File: src/rtl/shifter_pkg.sv
// Shared definitions for the shift/rotate unit: op encodings, FSM state type and
// an op-class helper. Also used by the ALU decoder.
package shifter_pkg;

    localparam int unsigned OP_W = 3;

    // op[0]=left, op[1]=arith, op[2]=rotate
    localparam logic [OP_W-1:0] OP_SRL = 3'b000;
    localparam logic [OP_W-1:0] OP_SLL = 3'b001;
    localparam logic [OP_W-1:0] OP_SRA = 3'b010;
    localparam logic [OP_W-1:0] OP_SLA = 3'b011;  // arith-left behaves as logical-left
    localparam logic [OP_W-1:0] OP_ROR = 3'b100;
    localparam logic [OP_W-1:0] OP_ROL = 3'b101;

    typedef enum logic [1:0] {
        IDLE  = 2'd0,
        SHIFT = 2'd1,
        DONE  = 2'd2
    } state_t;

    // 11x encodings pass the operand through unchanged
    function automatic logic op_is_reserved(input logic [OP_W-1:0] op);
        return op[2] & op[1];
    endfunction

endpackage

File: src/rtl/shift_step.sv
// One combinational shift/rotate step of 0..STEP bit positions.
// Ports:
//   value  : operand to shift
//   amount : bit positions to shift this step (0..STEP)
//   op     : operation encoding from shifter_pkg
//   result : shifted value
module shift_step
    import shifter_pkg::*;
#(
    parameter int unsigned SIZE = 32,
    parameter int unsigned STEP = 4
) (
    input  logic [SIZE-1:0]            value,
    input  logic [$clog2(STEP+1)-1:0]  amount,
    input  logic [OP_W-1:0]            op,
    output logic [SIZE-1:0]            result
);

    // Rotate: a shift by SIZE yields zero, so amount==0 wraps nothing.
    always_comb begin
        result = value;
        case (op)
            OP_SRL:         result = value >> amount;
            OP_SLL, OP_SLA: result = value << amount;
            OP_SRA:         result = $unsigned($signed(value) >>> amount);
            OP_ROR:         result = (value >> amount) | (value << (SIZE - amount));
            OP_ROL:         result = (value << amount) | (value >> (SIZE - amount));
            default:        result = value;
        endcase
    end

endmodule

File: src/rtl/iterative_shifter.sv
// Multi-cycle shift/rotate unit: shifts at most STEP positions per cycle,
// valid/ready on both sides, synchronous kill for pipeline flush.
// Ports:
//   clk, rst             : clock, synchronous active-high reset
//   kill                 : abort any operation in flight (next cycle IDLE)
//   in_valid/in_ready    : request handshake
//   in_data/in_shamt/in_op : operand, shift amount, op encoding
//   out_valid/out_ready  : result handshake
//   out_data             : result, held until the next result is produced
module iterative_shifter
    import shifter_pkg::*;
#(
    parameter int unsigned SIZE = 32,
    parameter int unsigned STEP = 4
) (
    input  logic                     clk,
    input  logic                     rst,
    input  logic                     kill,
    input  logic                     in_valid,
    output logic                     in_ready,
    input  logic [SIZE-1:0]          in_data,
    input  logic [$clog2(SIZE)-1:0]  in_shamt,
    input  logic [OP_W-1:0]          in_op,
    output logic                     out_valid,
    input  logic                     out_ready,
    output logic [SIZE-1:0]          out_data
);

    localparam int unsigned SHAMT_W = $clog2(SIZE);
    localparam int unsigned AMT_W   = $clog2(STEP + 1);

    state_t               state_q;
    state_t               state_next;
    logic [SIZE-1:0]      data_q;
    logic [SIZE-1:0]      data_next;
    logic [OP_W-1:0]      op_q;
    logic [OP_W-1:0]      op_next;
    logic [SHAMT_W-1:0]   remaining_q;
    logic [SHAMT_W-1:0]   remaining_next;
    logic [SIZE-1:0]      out_data_next;
    logic                 in_ready_next;
    logic                 out_valid_next;
    logic [AMT_W-1:0]     step_amt;
    logic [SIZE-1:0]      step_result;

    // Single shared step unit working on the latched operand
    shift_step #(
        .SIZE (SIZE),
        .STEP (STEP)
    ) u_shift_step (
        .value  (data_q),
        .amount (step_amt),
        .op     (op_q),
        .result (step_result)
    );

    // State register
    always_ff @(posedge clk) begin
        if (rst) begin
            state_q <= IDLE;
        end else begin
            state_q <= state_next;
        end
    end

    // Next state, datapath next values and registered handshake outputs
    always_comb begin
        state_next     = state_q;
        data_next      = data_q;
        op_next        = op_q;
        remaining_next = remaining_q;
        out_data_next  = out_data;
        step_amt       = (32'(remaining_q) >= STEP) ? AMT_W'(STEP) : AMT_W'(remaining_q);

        if (kill) begin
            state_next = IDLE;
        end else begin
            case (state_q)
                IDLE: begin
                    if (in_valid) begin
                        data_next      = in_data;
                        op_next        = in_op;
                        remaining_next = in_shamt;
                        if (in_shamt == '0 || op_is_reserved(in_op)) begin
                            state_next    = DONE;
                            out_data_next = in_data;
                        end else begin
                            state_next = SHIFT;
                        end
                    end
                end
                SHIFT: begin
                    data_next      = step_result;
                    remaining_next = remaining_q - SHAMT_W'(step_amt);
                    if (remaining_next == '0) begin
                        state_next    = DONE;
                        out_data_next = step_result;
                    end
                end
                DONE: begin
                    if (out_ready) begin
                        state_next = IDLE;
                    end
                end
                default: state_next = IDLE;
            endcase
        end

        in_ready_next  = (state_next == IDLE);
        out_valid_next = (state_next == DONE);
    end

    // Datapath and output registers
    always_ff @(posedge clk) begin
        if (rst) begin
            data_q      <= '0;
            op_q        <= '0;
            remaining_q <= '0;
            out_data    <= '0;
            in_ready    <= 1'b1;
            out_valid   <= 1'b0;
        end else begin
            data_q      <= data_next;
            op_q        <= op_next;
            remaining_q <= remaining_next;
            out_data    <= out_data_next;
            in_ready    <= in_ready_next;
            out_valid   <= out_valid_next;
        end
    end

endmodule
File: config.mk
export PLATFORM = sky130hd
export DESIGN_NAME = iterative_shifter
export DESIGN_NICKNAME = d
export VERILOG_FILES = /design/src/rtl/shifter_pkg.sv /design/src/rtl/shift_step.sv /design/src/rtl/iterative_shifter.sv
export SDC_FILE = /design/constraint.sdc
export NUM_CORES = 1
export LEC_CHECK = 0
export ABC_AREA = 1
export CORE_ASPECT_RATIO = 0.6
export CORE_MARGIN = 2
export CORE_UTILIZATION = 34
export CTS_CLUSTER_DIAMETER = 40
export DETAILED_ROUTE_END_ITERATION = 7
export PLACE_DENSITY_LB_ADDON = 0.12
export SLEW_MARGIN = 20
export SYNTH_ARGS = -nofsm -noshare
export SYNTH_HDL_FRONTEND = slang
export SYNTH_SLANG_ARGS = --single-unit
export TNS_END_PERCENT = 5
File: constraint.sdc
create_clock -name clk -period 2.7 [get_ports clk]
set_clock_uncertainty 0.1 [all_clocks]
set_input_delay 0.405 -clock clk [delete_from_list [all_inputs] [get_ports clk]]
set_output_delay 0.405 -clock clk [all_outputs]
set_load 0.02 [all_outputs]
* Word level (Yosys, flattened, before mapping)
Index checks and enable logic that the tools add are counted.
** Cells by class
- Order comparisons :: 1
- Eq/ne operators :: 11
- Add/sub/neg operators :: 2
- Shift-type cells :: 5
- Bitwise operators :: 4
- Mux-type cells :: 16
- Reductions and logical operators :: 11
** Operator list (number)
- $pmux W32 S5 :: 1
- $mux W32 :: 4
- $pmux W32 S2 :: 2
- $or A32 B32 Y32 :: 2
- $shl A32 B3 Y32 :: 1
- $shl A32 B32 Y32 :: 1
- $shr A32 B3 Y32 :: 1
- $shr A32 B32 Y32 :: 1
- $sshr A32 B3 Y32 :: 1
- $logic_not A5 Y1 :: 2
- $mux W2 :: 5
- $pmux W5 S2 :: 1
- $sub A6 B3 Y7 const A :: 1
- $eq A3 B2 Y1 const B :: 2
- $eq A3 B3 Y1 const B :: 2
- $ne A2 B2 Y1 const B :: 3
- $pmux W2 S3 :: 1
- $reduce_and A3 Y1 :: 2
- $ge A5 B3 Y1 const B :: 1
- $mux W5 :: 1
- $reduce_and A5 Y1 :: 1
- $sub A5 B3 Y5 :: 1
- $eq A2 B2 Y1 const B :: 2
- $logic_not A2 Y1 :: 2
- 9 further kinds :: 9
** Word-level totals
- Output and inout port bits :: 34
- Bits of input ports :: 45
- Register bits :: 76

* Longest topological paths before layout
Gate-level depths: netlist of run 1.
- Depth in word-level cells :: 8
- Gate-level depth with buffers :: 21

* Modules after synthesis
Synthesis of run 1 repeated with hierarchy kept, for this count alone.
** Second synthesis, totals
- Cells, all modules :: 1370
- Area, all modules :: 7747.4 um^2
** Modules (own cells, without submodules)
- shift_step :: area each 4361.7 um^2, seq. area each 0.0 um^2, instances 1, cells an instance 946
- iterative_shifter :: area each 3385.7 um^2, seq. area each 1521.5 um^2, instances 1, cells an instance 424

* Worst setup path before layout of run 1
Ideal clock, no wire load.
- Path kind :: register -> register
- Start point :: register remaining_q[3]
- End point :: register data_q[28]
- Data arrival time :: 2.757 ns
- Cell stages (with the launch flop) :: 21
- Setup time :: 0.109 ns
- Slack :: -0.266 ns
- Clock period less this slack :: 2.966 ns
- Required time :: 2.491 ns
- Path through :: dfxtp_1 > nor2_2 > nand2_1 > buf_2 > inv_2 > nand2_1 > buf_2 > ha_1 > ha_1 > clkbuf_1 > inv_2 > buf_1 > o211ai_1 > nand3_1 > nand2_1 > inv_1 > nand2_1 > nand2_1 > nand3_1 > nand2_1 > inv_1
** Between the ends
- Cells in the longest elaborated chain, start to end :: 7
- Elaborated cells on any way between the ends :: 12
- Those cells by class :: add/sub (1); order compare (1); shift (5); mux (3); bitwise (2)
** RTL lines
- start: declaration :: line iterative_shifter.sv:38 : logic [SHAMT_W-1:0] remaining_q;
- start signal: assignment :: line iterative_shifter.sv:125 : remaining_q <= remaining_next;
- $ge A5 B3 Y1 (*) :: line iterative_shifter.sv:73 : step_amt = (32'(remaining_q) >= STEP) ? AMT_W'(STEP) : AMT_W'(remaining_q);
- $mux W3 (*) :: line iterative_shifter.sv:73
- $sub A6 B3 Y7 :: line shift_step.sv:26, shift_step.sv:27
- $shr A32 B32 Y32 / $shl A32 B32 Y32 (equally long branches) :: line shift_step.sv:27, shift_step.sv:26
- $or A32 B32 Y32, on equally long branches :: line shift_step.sv:27, shift_step.sv:26
- $pmux W32 S5 (*) :: line shift_step.sv:22 : case (op)
- $pmux W32 S2 (*) :: line iterative_shifter.sv:78 : case (state_q)
- end signal: assignment :: line iterative_shifter.sv:123 : data_q <= data_next;
- end: declaration :: line iterative_shifter.sv:34 : logic [SIZE-1:0] data_q;
Mark *: on every way between the ends. The rest lies on a longest branch, timed or not.
A chain may end at the register's enable or synchronous reset.

* Final worst setup path of run 1
- Start point :: register remaining_q[1]
- End point :: register out_data[2]
** Between the ends
- Cells in the longest elaborated chain, start to end :: 8
- Elaborated cells on any way between the ends :: 17
- Those cells by class :: add/sub (2); order compare (1); eq/ne (1); shift (5); mux (4); bitwise (2); reduce/logical (2)
** RTL lines
- $ge A5 B3 Y1 :: line iterative_shifter.sv:73
- $mux W3 :: line iterative_shifter.sv:73
- $sub A6 B3 Y7 :: line shift_step.sv:26, shift_step.sv:27
- $shr A32 B32 Y32 / $shl A32 B32 Y32 (equally long branches) :: line shift_step.sv:27, shift_step.sv:26
- $or A32 B32 Y32, on equally long branches :: line shift_step.sv:27, shift_step.sv:26
- $pmux W32 S5 :: line shift_step.sv:22
- $mux W32 :: line iterative_shifter.sv:95 : if (remaining_next == '0) begin
- $pmux W32 S2 :: line iterative_shifter.sv:78
- end signal: assignment :: line iterative_shifter.sv:126 : out_data <= out_data_next;
- end: declaration :: line iterative_shifter.sv:26 : output logic [SIZE-1:0] out_data
Several ways; a longest one is shown, not always the timed one. The select of a mux whose other input is x is not followed.

==> metrics list, run 1 <==
- Outcome: complete, no violations
- Class of the tightest hold or removal check: flop to flop
- Global routing finished with a remaining overflow of 0.
- Summing all placed instances gives a cell area of 9450 um2.
- The Yosys step of the flow raised 0 warnings.
* Clock transition at the registers of the reported paths: about 0.06 ns
- Of the available clock period, the critical path in the final layout requires approximately 98%.
- Clock tree from TritonCTS: yes
- The worst path meets setup with approximately 0.067 ns of slack.
* Final critical delay including setup and external delays: between 2 and 3 ns
* X dimension of the die: 195 um
- Synthesized netlist net count: around 1500
- The wire-length estimate of the detail-placed layout is about 28000 um.
- Clock latency at the later pin of the worst-skew pair: between 0.3 and 0.4 ns
- In this run the core area contains between 40 and 50 standard-cell rows.
- Critical Path Sink Type: flop
* 1st-pass router iterations: 6
- Die Footprint: approximately 23000 um2
- The synthesized design contains 0 enable-type register cells.
* Worst Tran Pin Value: 0.626 ns
- The H-tree was split into 3 levels.
- The final layout contains routed wiring with a total length of roughly 37000 um.
* Count of boundary I/O pins: 79
- Clock buffer count from CTS: 9
- After technology mapping, the gate count stands at about 1400.
- Number of hold buffers added after CTS: 0
* Root buffer cell: sky130_fd_sc_hd__clkbuf_16
- The analysis attributes to cell leakage a power of about 0.0051 uW.
- In this design, the critical path's most frequently occurring cell is sky130_fd_sc_hd__nand2_1.
- For the worst setup path, the data required time is between 2 and 3 ns.
- Async set or reset register ratio after synthesis: 0%
- Setup violations remaining at the end of the flow were counted as 0.
- Number of nets at the end of the flow: approximately 1600
- Setup repair after global routing could not meet its margin everywhere.
* Height of the die: roughly 120 um
- Number of failing hold endpoints at the final stage: 0
- Area of all placed cells without fillers: ~9900 um2
- WS Path Type: flop to flop
- For this configuration, the core starts out at a cell density of 35.1%.
- Post-synth top flop: sky130_fd_sc_hd__dfxtp_1
* Number of slew-limit violations in the final report: 0
- Area growth from synthesis to layout: 32.2%
- Across the VDD grid, the largest voltage drop is ~320 uV.
* Final cell utilization of the core: between 40% and 50%
* Pre-CTS worst setup slack: about 0.043 ns
- Slowest cell on the critical path: sky130_fd_sc_hd__dfxtp_2
- After detailed routing, the number of vias per cell comes to approximately 5.5.
- Wire length of the first global-routing pass: ~55000 um
- Overall fraction of global-route tracks in use: around a third
* Max FO, Critical Path: 15
* Clock tree buffer depth: 2
- Pwr/cell area: 532 nW/um2
* Antenna violations before repair: 0
* Syn Area/Cell: 5.21 um2
* Global placer's final weighted congestion: between 1 and 1.5
- Synthesized cell area: ~7500 um2
- Number of antenna diodes: 0
- Across the run, the number of max-cap violations was 0.
* Iteration-0 DRC count of the detailed router: ~1200
- Vias post-DR: ~10000
- After detailed routing, the average wire length per cell comes to roughly 20 um.
* Area share of the largest cell type after synthesis: between 20 and 25%
* Commonest cells in the netlist: 486 x sky130_fd_sc_hd__nand2_1, 173 x sky130_fd_sc_hd__nand3_1, 171 x sky130_fd_sc_hd__inv_1
- By area the synthesized netlist is led by sky130_fd_sc_hd__nand2_1 24%, sky130_fd_sc_hd__dfxtp_1 20%, sky130_fd_sc_hd__nand3_1 12%.
- The worst setup path is launched from a flop.
- Derived from the worst setup path, the maximum achievable clock frequency is between 300 and 400 MHz.
- The tree built by TritonCTS fans out to 76 sinks.
* Pin count of the biggest net entering global routing: 57
* Via count of the first global-routing pass: 9179
- Number of buffer cells added on primary ports: 78
- Of all cell types, the one taking the most synthesized area is sky130_fd_sc_hd__nand2_1.
* Worst slew margin relative to its limit: around three fifths
* DRC violations left: 0
* Portion of the post-synthesis area used by sequential elements: 20.4%
- After filler insertion, the fill cell instance count of the layout stands at between 2000 and 2500.
- Layout cell share with drive strength beyond 1: 11.7%
- Number of routed nets with antenna violations: 0
- The critical path goes through buf_4 -> inv_1 -> nand2_1 -> nand2_1 -> nor2_4 -> buf_4 -> buf_8 -> nand2_1 -> o21ai_0 -> nand2_1 -> nand3_1 -> nand3_1 -> nand3_1 -> nand2_1 -> nand3_1 -> nand2_1 -> inv_1.
- Post-synth cell types: 33
* Placeable Area: around 21000 um2
- Data arrives at the worst endpoint at approximately 2.8 ns.
- Among all cell types in the netlist, the one instantiated most often is sky130_fd_sc_hd__nand2_1.
* Largest stage delay, worst path: roughly 0.37 ns
* Seq cells post-synth: between 70 and 80
* Setup TNS Final: 0 ns
[worst max-delay path, delay by kind of cell, from the launching register on]
kind / cells / cell delay (ns)
and+or+nand+nor: 11 / 1.22
DFF: 1 / 0.37
AOI/OAI and AO/OA: 1 / 0.13
buffers and inverters: 5 / 0.73
[cells in the final DEF, fill, tap and decap left out, types with 4 or more instances in the layout]
cell type                         synthesis  routed
sky130_fd_sc_hd__o221ai_1                 4       4
sky130_fd_sc_hd__nand2_1                486     483
sky130_fd_sc_hd__clkdlybuf4s50_1          0      77
sky130_fd_sc_hd__nor3_1                   7       7
sky130_fd_sc_hd__nand2_2                  1       4
sky130_fd_sc_hd__nand4_1                 21      21
sky130_fd_sc_hd__o211ai_1                25      25
sky130_fd_sc_hd__o21ai_0                125     117
sky130_fd_sc_hd__dfxtp_1                 76      74
sky130_fd_sc_hd__a31oi_1                  5       5
sky130_fd_sc_hd__nand3_1                173     172
sky130_fd_sc_hd__o22ai_1                  7       7
sky130_fd_sc_hd__clkbuf_16                0      10
sky130_fd_sc_hd__inv_1                  171     170
sky130_fd_sc_hd__or2_2                    5       5
sky130_fd_sc_hd__o21ai_1                  8      14
sky130_fd_sc_hd__buf_12                   0      17
sky130_fd_sc_hd__nor2_2                   2       6
sky130_fd_sc_hd__nor2_1                 121     116
sky130_fd_sc_hd__buf_4                    3     120
sky130_fd_sc_hd__a21oi_1                 90      90
[cell families (layout without fill, tap and decap cells)]
family / count (synthesis) / count (layout) / synth area share [%]
and+or+nand+nor: 819 / 819 / 45.4
DFF: 76 / 76 / 20.4
buffers and inverters: 261 / 409 / 13.7
xor gates and xnor gates: 2 / 2 / 0.235
AOI/OAI and AO/OA: 271 / 271 / 19.8
adders and majority gates: 3 / 3 / 0.503
other: 1 / 1 / 0.0502
[metrics by stage]
step / hold WS (ns) / std cells / total power (uW)
floorplan: 0.404 / 1433 / 2780
global placement: 0.418 / 1839 / 3980
detailed placement: 0.415 / 1839 / 3960
CTS: 0.429 / 1854 / 5110
global route: 0.446 / 1860 / 5570
finish: 0.407 / 1860 / 5250
[repair_timing]
item / 4_1_cts / 5_1_grt
endpoints found under the hold margin: 0 / 0
resized for setup: 0 / 34
buffers inserted: 0 / 5
endpoints found under the setup margin: 0 / 62
[path summary, 6_finish.rpt]
check                                endpoint  cells past startpoint  slack [ns]                         from
hold reg to reg   remaining_q[1]$_SDFFE_PP0P_                      2        0.41  remaining_q[1]$_SDFFE_PP0P_
hold / removal    remaining_q[1]$_SDFFE_PP0P_                      2        0.41  remaining_q[1]$_SDFFE_PP0P_
setup reg to reg     out_data[2]$_SDFFE_PP0P_                     17        0.07  remaining_q[1]$_SDFFE_PP0P_
setup / recovery     out_data[2]$_SDFFE_PP0P_                     17        0.07  remaining_q[1]$_SDFFE_PP0P_
[registers in the layout (all words and copies together) (netlist names)]
name         count
remaining_q      5
data_q          32
out_data        32
out_valid        1
in_ready         1
op_q             3
state_q          2
[area by class of cell]
| type | instances | area, um2 | share of cell area, % |
|---|---|---|---|
| multi-input combinational | 1096 | 4970 | 50.4 |
| timing repair buffer | 220 | 2090 | 21.2 |
| sequential | 76 | 1520 | 15.4 |
| inverter | 174 | 657 | 6.66 |
| tap | 279 | 349 | 3.54 |
| clock buffer | 11 | 243 | 2.46 |
| clock inverter | 4 | 26.3 | 0.266 |
[per-layer routing]
metal  GRT usage [%]  part of all wire (%)  vias up
met1            46.1                    47     4675
li1                -                     -     4908
met3            8.73                    12       38
met4            5.87                   1.4        0
met5               0                     0        -
met2            45.2                    40      551
[where the power goes]
part / leakage, uW / total (uW) / internal, uW / switching [uW]
clock network: 0.000131 / 1130 / 641 / 485
registers: 0.000625 / 1250 / 1200 / 53.6
logic: 0.00434 / 2870 / 1070 / 1800
(Power assumes the default switching activity.)
==> inputs of run 2 (changes only) <==
CTS_BUF_LIST = sky130_fd_sc_hd__clkbuf_16   (was default)
==> run 2 against run 1 <==
Compared with the run above:
- worst setup slack gained 0.038 ns
- global-route usage is essentially flat
- register-to-register slack gained 0.04 ns
- sequential power is essentially flat
- cell area grew 0.22%
- flip-flop and latch count is the same
- hold slack lost 0.00080 ns
- critical path depth is the same
- wire length is essentially flat
- clock power is essentially flat
- maximum frequency grew 1.5%
==> metrics list, run 2 (synthesis gave the netlist of run 1 again) <==
* Clock buffer count from CTS: 9
- In this run the critical register-to-register path is launched from remaining_q[1]$_SDFFE_PP0P_.
- Share of total power in the clock network: approximately a fifth
- Counting instances, the worst hold path has a depth of 2.
* Number of routed nets with antenna violations: 0
* Number of slew-limit violations in the final report: 0
- The longest clock path from root to sink contains 2 buffers.
* Depth of the worst register-to-register path: 17
- The critical path contains buffers and inverters numbering 5 combined.
- STA classifies the critical path startpoint as a flop.
* Number of buffer cells added on primary ports: just under 80
- HPWL after detailed placement: approximately 28000 um
- The endpoint identified for the worst register-to-register timing path is out_data[2]$_SDFFE_PP0P_.
- Seq pwr share: 24.0%
* Worst Tran Pin Value: roughly 0.63 ns
- Number of vias per cell after detailed routing: around 5.5
* Area after detailed placement: roughly 9500 um2
- Iteration-0 DRC count of the detailed router: around 1200
* Pre-CTS worst setup slack: approximately 0.043 ns
- The tree is rooted in a sky130_fd_sc_hd__clkbuf_16.
- Critical Path Sink Type: flop
* Outcome: complete, no violations
- Data on the critical path is required at its endpoint by slightly below 3 ns.
- Area of all placed cells without fillers: approximately 10000 um2
* Height of the die: around 120 um
* Critical path data arrival time: 2.79 ns
* Leading cell type in the layout, fill and taps excluded: sky130_fd_sc_hd__nand2_1
- Setup repair after global routing missed its margin: yes
- Measured on the finished design, the core utilization comes to between 40% and 50%.
- Number of antenna diodes: 0
- Of the total power, combinational logic draws 55.0%.
- In the final routed layout, each cell accounts on average for between 15 and 20 um.
* Commonest non-fill, non-tap cells in the layout: 483 x sky130_fd_sc_hd__nand2_1, 171 x sky130_fd_sc_hd__nand3_1, 170 x sky130_fd_sc_hd__inv_1, 122 x sky130_fd_sc_hd__buf_4, 117 x sky130_fd_sc_hd__o21ai_0
- The H-tree was split into 3 levels.
- The initialized floorplan defines 41 standard-cell rows.
- Leading registers by flop count: data_q: 32 flops, out_data: 32 flops, remaining_q: 5 flops
* WS Path Type: flop to flop
- Highest ir drop seen on vdd: about 320 uV
- DRC violations left: 0
- Proportion of total power due to net switching: ~45%
- The final critical path takes up between 90% and 100% of the cycle.
* Number of hold buffers added after CTS: 0
- The clock reaches the later pin of the worst-skew pair after 0.35 ns.
* Final count of negative-setup-slack endpoints: 0
- Total congestion overflow after global routing: 0
- Setup slack on the worst reg-to-reg path comes out at about 0.10 ns.
- Cells along the critical path: buf_4 -> clkinvlp_4 -> nand2_1 -> nand2_1 -> nor2_4 -> buf_4 -> buf_6 -> nand2_1 -> o21ai_0 -> nand2_1 -> nand3_1 -> nand3_1 -> nand3_1 -> nand2_1 -> nand3_1 -> nand2_1 -> inv_1
- The worst hold path terminates at remaining_q[1]$_SDFFE_PP0P_.
* Global placer's final weighted congestion: around 1.1
- The largest individual stage delay along the critical path comes from the cell sky130_fd_sc_hd__dfxtp_2.
- The number of placed instances, taps included, is ~1800.
- Pin count of the biggest net entering global routing: 57
* Final std cells w/o fill: 1862
- Switching component of the power: 2340 uW
* Die Footprint: 23200 um2
* Clock tree from TritonCTS: yes
- Via count of the first global-routing pass: a little over 9000
- Worst slew margin relative to its limit: a little under 60%
- The hold violation count in the final report is 0.
* Antenna violations before repair: 0
- Compared with the post-synthesis result, the final layout area differs by 32.4%.
- Crit path setup slack, layout: approximately 0.10 ns
* Setup TNS Final: 0 ns
- Clock transition at the registers of the reported paths: roughly 0.06 ns
- The tree built by TritonCTS fans out to 76 sinks.
- Leakage power: about 0.0051 uW
- 1st-pass router iterations: 6
* Most common cell on crit path: sky130_fd_sc_hd__nand2_1
- Final-layout fill cell count: approximately 2400
- Count of boundary I/O pins: 79
- In the final layout, the share of cells above drive strength 1 is 12.0%.
- Derived from the worst setup path, the maximum achievable clock frequency is ~390 MHz.
- Post-detailed-routing wire length: about 37000 um
- The first global-routing pass estimated between 50000 and 60000 um of wire.
- Pwr/cell area: about 530 nW/um2
* Max FO, Critical Path: 15
* Final critical delay including setup and external delays: around 2.6 ns
- Global routing used around 31% of the available tracks across all layers.
* Class of the tightest hold or removal check: flop to flop
- Vias post-DR: between 10000 and 15000
- Across the run, the number of max-cap violations was 0.
- Total internal power: about 2900 uW
* Initial core utilization: 35.1%
* Cell family contributing the most delay on the critical path: simple AND/OR/NAND/NOR gates
- The die is approximately 200 um wide.
* Number of nets at the end of the flow: approximately 1600
- The core region is about 21000 um2.
* HP Start: remaining_q[1]$_SDFFE_PP0P_
* Largest stage delay, worst path: about 0.37 ns
==> run 2: cell types whose count changed in the layout (fill, tap and decap cells not counted), sizes merged <==
cell and change:
buf +2, clkbuf -2, clkinv +1, clkinvlp +1
==> run 2: power groups by stage <==
stage          clock [uW]  combinational (uW)  sequential [uW]
2_1_floorplan           0                1490             1300
5_1_grt              1170                3110             1270
3_3_place_gp            0                2710             1280
6_report             1100                2880             1250
4_1_cts              1120                2690             1250
3_5_place_dp            0                2680             1280
==> run 2: how the worst max path moves through the flow <==
stage                                start                         to  slack [ns]  cells past startpoint
2_1_floorplan  remaining_q[3]$_SDFFE_PP0P_    data_q[25]$_SDFFE_PP0P_       0.008                     20
3_3_place_gp   remaining_q[4]$_SDFFE_PP0P_  out_data[24]$_SDFFE_PP0P_       0.008                     12
3_5_place_dp   remaining_q[4]$_SDFFE_PP0P_    data_q[24]$_SDFFE_PP0P_        0.04                     12
4_1_cts        remaining_q[4]$_SDFFE_PP0P_    data_q[24]$_SDFFE_PP0P_        0.02                     12
5_1_grt        remaining_q[4]$_SDFFE_PP0P_    data_q[14]$_SDFFE_PP0P_       -0.03                     15
6_report       remaining_q[1]$_SDFFE_PP0P_   out_data[2]$_SDFFE_PP0P_        0.10                     17
==> run 2: worst register-to-register path, delay by kind of cell (launching register included) <==
family                 cells  cell delay, ns
AND/OR/NAND/NOR           11            1.20
buffers and inverters      5            0.76
flip-flops                 1            0.37
AO/OA/AOI/OAI              1            0.12
==> run 2: metrics by stage <==
stage               total power (uW)  hold slack (ns)
global route                    5540            0.446
floorplan                       2780            0.404
global placement                3980            0.418
detailed placement              3960            0.415
CTS                             5070            0.429
finish                          5230            0.406
==> run 2: layer usage <==
layer  wire length, um  part of all wire, %  global-route usage, %
met1             16900                   46                   46.0
met2             14700                   40                   45.2
met3              4340                   12                   8.73
met4               629                  1.7                   5.87
met5                 0                    0                      0
==> run 2: layout make-up <==
class / instances / area, um2 / share of cell area (%)
inverters: 174 / 661 / 6.68
flip-flops and latches: 76 / 1520 / 15.4
repair buffers: 222 / 2110 / 21.3
clock buffers: 9 / 225 / 2.28
multi-input cells: 1096 / 4980 / 50.4
well taps: 279 / 349 / 3.53
clock inverters: 6 / 33.8 / 0.342
==> run 2: timing repair <==
action | in CTS | in global routing
gates resized for setup | 0 | 38
endpoints found under the setup margin | 0 | 62
buffers inserted | 0 | 7
